**src/rtl/smoldvi_pkg.sv**
```systemverilog
// Shared helpers for the smoldvi gearbox family: level counter sizing and
// buffer capacity legality.
package smoldvi_pkg;

    // A level must count from 0 up to and including the full capacity.
    function automatic int level_width(input int cap);
        return $clog2(cap + 1);
    endfunction

    // The buffer must hold a full input word on top of a not-yet-complete output word.
    function automatic bit cap_legal(input int w_in, input int w_out, input int cap);
        return (w_in >= 1) && (w_out >= 1) && (cap >= w_in + w_out - 1);
    endfunction

endpackage

```
**src/rtl/smoldvi_stream_gearbox.sv**
```systemverilog
// Width-converting stream gearbox: W_IN-bit words in, W_OUT-bit words out, LSB first.
// Optional zero-pad flush of a partial output word under SMOLDVI_GEARBOX_FLUSH_EN.
module smoldvi_stream_gearbox
    import smoldvi_pkg::*;
#(
    parameter int W_IN  = 10,
    parameter int W_OUT = 2,
    parameter int CAP   = W_IN + W_OUT
) (
    input  logic             clk,
    input  logic             rst,
`ifdef SMOLDVI_GEARBOX_FLUSH_EN
    input  logic             flush,
`endif
    input  logic             in_valid,
    output logic             in_ready,
    input  logic [W_IN-1:0]  din,
    output logic             out_valid,
    input  logic             out_ready,
    output logic [W_OUT-1:0] dout,
    output logic             idle
);

    localparam int LW = level_width(CAP);
    localparam logic [LW-1:0] IN_MAX  = LW'(CAP - W_IN);
    localparam logic [LW-1:0] W_IN_L  = LW'(W_IN);
    localparam logic [LW-1:0] W_OUT_L = LW'(W_OUT);

    if (!cap_legal(W_IN, W_OUT, CAP)) begin : g_bad_cap
        $error("smoldvi_stream_gearbox: CAP too small for W_IN/W_OUT");
    end

    logic [CAP-1:0] buf_q, buf_d;
    logic [LW-1:0]  level_q, level_d;
    logic           in_fire, out_fire;

    // Handshake outputs decode the level register only, so neither side's
    // valid/ready can ripple combinationally into the other.
    assign in_ready  = (level_q <= IN_MAX);
    assign out_valid = (level_q >= W_OUT_L);
    assign dout      = buf_q[W_OUT-1:0];
    assign idle      = (level_q == '0);

    assign in_fire  = in_valid & in_ready;
    assign out_fire = out_valid & out_ready;

    always_comb begin
        // NOTE: blocking assignments here let the input write see the level
        // already reduced by a same-cycle output, with defaults first so no latch forms.
        buf_d   = buf_q;
        level_d = level_q;
        if (out_fire) begin
            buf_d   = buf_q >> W_OUT;
            level_d = level_q - W_OUT_L;
        end
        if (in_fire) begin
            buf_d   = buf_d | (CAP'(din) << level_d);
            level_d = level_d + W_IN_L;
        end
`ifdef SMOLDVI_GEARBOX_FLUSH_EN
        // Bits above the level are always zero, so raising the level pads the word.
        if (flush && !in_fire && !out_fire && level_q != '0 && level_q < W_OUT_L) begin
            level_d = W_OUT_L;
        end
`endif
    end

    always_ff @(posedge clk) begin
        if (rst) begin
            // NOTE: the buffer is cleared too, not just the level, because the
            // input merge ORs into it and relies on zeros above the level.
            buf_q   <= '0;
            level_q <= '0;
        end else begin
            buf_q   <= buf_d;
            level_q <= level_d;
        end
    end

endmodule

```
**config.mk**
```make
export PLATFORM = sky130hd
export DESIGN_NAME = smoldvi_stream_gearbox
export DESIGN_NICKNAME = d
export VERILOG_FILES = /design/src/rtl/smoldvi_pkg.sv /design/src/rtl/smoldvi_stream_gearbox.sv
export SDC_FILE = /design/constraint.sdc
export NUM_CORES = 1
export LEC_CHECK = 0
export BUFFER_PORTS_ARGS = -buffer_cell sky130_fd_sc_hd__buf_2
export CAP_MARGIN = 30
export CORE_ASPECT_RATIO = 0.7
export CORE_MARGIN = 4
export CORE_UTILIZATION = 40
export DETAILED_ROUTE_END_ITERATION = 8
export GPL_TIMING_DRIVEN = 0
export MAX_ROUTING_LAYER = met4
export PLACE_DENSITY_LB_ADDON = 0.2
export SLEW_MARGIN = 20
export SYNTH_ARGS = -nofsm -noshare
export SYNTH_HDL_FRONTEND = slang
export SYNTH_SLANG_ARGS = --single-unit
```
**constraint.sdc**
```tcl
create_clock -name clk -period 2.9 [get_ports clk]
set_input_delay 0.58 -clock clk [delete_from_list [all_inputs] [get_ports clk]]
set_output_delay 0.58 -clock clk [all_outputs]
set_load 0.05 [all_outputs]
```
==> results.yml <==
status:
  status: "finished, final reports clean"
min_path:
  min_to: "buf_q[4]"
  hp-class: "reg2reg"
  min_from: "buf_q[4]"
  holdPathStages: 2
synthesis:
  netlist.top_cell.by_area: "dfxtp_1"
  yosys-top-cells-area: "dfxtp_1 24%, mux2i_1 14%, nor2_1 6.1%"
  syn-cell-area_mm2: 0.00123
  synth_seq_cells: 15
  synth_top_area_share: 0.243
  synthCells: 152
  postSynthAreaPerCell_um2: 8.12
  syn-num-nets: 169
  ys_warn_count: 0
  ys.flop_type: "dfxtp_1"
  synth_cell_types: 45
  synth_edf_count: 0
  ys_async_sr_fraction: 0
  ys_seq_area_frac: 0.243
power:
  p_comb_frac: 0.721
  peakVddDrop_v: 0.000695
  total_power_mw: 1.88
  seqPwrFrac: 0.184
  swShare: 0.514
  p_sw_uw: 964
  leakage_nw: 0.581
  p_clk_frac: 0.095
  p_int_uw: 912
  p_per_area_mw_per_mm2: 1330
final_layout:
  final_common_cell: "buf_2"
  fillers: 290
  finalInstanceArea_mm2: 0.00141
  drive_gt1_frac: 0.231
  n_antenna_cell: 0
  fin_util: 0.493
  layout_common_cells: "22 x buf_2, 20 x nor2_1, 17 x mux2i_1"
  fin_nets: 191
  area_growth_pct: 14.3
die:
  die_x_um: 74.4
  initial_core_util: 0.431
  dieHeight_um: 54.5
  core_mm2: 0.00286
  rows: 16
  io_pins: 19
  dieArea_mm2: 0.00405
timing:
  fin_crit_sh: 0.906
  fmax_mhz: 381
  slew_viol_final: 0
  finalHoldViolCount: 0
  skew_ns: 0.00495
  rsz0062_at_grt: "false"
  slew-limit-headroom: 0.523
  worstMarginPinSlew_ns: 0.710
  fin_crit_ns: 2.63
  tns_ns: 0
  setup_violations: 0
critical_path:
  critPathArrivalTime_ns: 2.83
  r2r_slack_ns: 0.27
  worst-r2r-cell-count: 8
  critPathMaxFanout: 10
  startpoint_type: "register"
  cp-end-kind: "register"
  timing.rr.end: "buf_q[10]"
  crit_type: "reg2reg"
  required_ns: 3.10
  reg2reg_from: "level_q[2]"
placement:
  place_hpwl_mm: 2.62
  dpl_cell_area_mm2: 0.00136
  place.port_buffers: 17
  place_congestion: 0.909
clocking:
  cts_max_level: 1
  cts-buffers-inserted: 3
  cts_resized: 0
  cts_buffer_depth: 2
  cts_tree: "built"
  insertion_delay_ns: 0.25
  numClockSinks: 15
  post_cts_buffers: 0
  path_clk_slew_ns: 0.07
  ctsHoldBuffers: 0
  ctsRootBufferMaster: "clkbuf_8"
job:
  cap_violations: 0
route:
  drt_pass1_iterations: 4
  drtAntennaViolNets: 0
  routed_wl_mm: 3.36
  vias_per_cell: 5.84
  drt-initial-drc-count: 96
  vias: 1220
  drcViolationCount: 0
  wl_per_cell_um: 16.1
global_routing:
  grt_pass1_wl_mm: 5.46
  grt_max_degree: 12
  groute.usage.overall: 0.186
  antenna_found_initial: 0
  grt-ovfl-total: 0
  grt_pass1_vias: 1131
## layout make-up
cell class / count / area, um2 / area share
multi-input cells: 119 / 837 / 0.594
flip-flops and latches: 15 / 300 / 0.213
repair buffers: 17 / 85.1 / 0.0603
plain buffers: 14 / 81.3 / 0.0577
well taps: 36 / 45.0 / 0.0319
clock buffers: 3 / 41.3 / 0.0293
inverters: 4 / 15.0 / 0.0106
clock inverters: 1 / 5.00 / 0.00355
## synth_stat cells (2+ instances only)
master,instances
nand2_1,10
nand2b_1,3
o221ai_1,2
buf_6,2
xnor2_1,2
mux2i_1,17
inv_1,4
o32ai_1,2
ha_1,3
buf_2,5
o21ai_0,7
dfxtp_1,15
clkbuf_1,5
buf_4,2
nor3_1,4
a21oi_1,11
nor2_1,20
o21ba_2,2
a221o_1,2
a21o_1,2
o22ai_1,8
## per-layer routing
metal  GRT usage  up-vias  routed length, um
li1            -      609                  -
met1       0.261      562               1680
met2       0.278       47               1410
met3      0.0367        2                262
met4      0.0385        0                  8
met5           -        -                  0
## per-stage QoR
stage	hold WS [ns]	std cells	setup slack (ns)
after global placement	0.530	205	0.366
after detailed placement	0.533	205	0.324
final	0.545	209	0.272
after CTS	0.549	209	0.313
after global routing	0.583	209	0.0800
after floorplan	0.502	152	0.684
## power groups by stage
stage	combinational, mW	clock [mW]	sequential, mW
floorplan	1.08	0	0.331
global placement	1.32	0	0.346
detailed placement	1.33	0	0.348
CTS	1.34	0.181	0.345
global route	1.47	0.193	0.355
finish	1.35	0.179	0.345
## state kept, by name, summed over array words and instances, names as in the netlist
register  count
buf_q        12
level_q       3
## critical path, cell delays in order (launching register included)
cell and delay (ns):
dfxtp_1 0.32, buf_2 0.21, inv_1 0.11, ha_1 0.28
o31ai_1 0.62, o21ai_2 0.28, mux2i_1 0.23, a2111oi_0 0.41
a21o_1 0.12
## how the worst max path moves through the flow
stage / to / cells past startpoint / from / slack, ns
final: buf_q[10] / 8 / level_q[2] / 0.27
after global routing: buf_q[9] / 10 / level_q[1] / 0.08
after CTS: buf_q[10] / 8 / level_q[2] / 0.31
after detailed placement: buf_q[10] / 8 / level_q[2] / 0.32
after global placement: buf_q[10] / 8 / level_q[2] / 0.37
after floorplan: buf_q[10] / 9 / level_q[2] / 0.68
## logic make-up after synthesis
logic type	count (synthesis)	synth area share
fa+ha+maj	3	0.0304
compound gates	51	0.311
xor+xnor	3	0.0213
mux	18	0.147
buf+inv	18	0.0781
flops	15	0.243
simple gates	44	0.168
(Power assumes the default switching activity.)
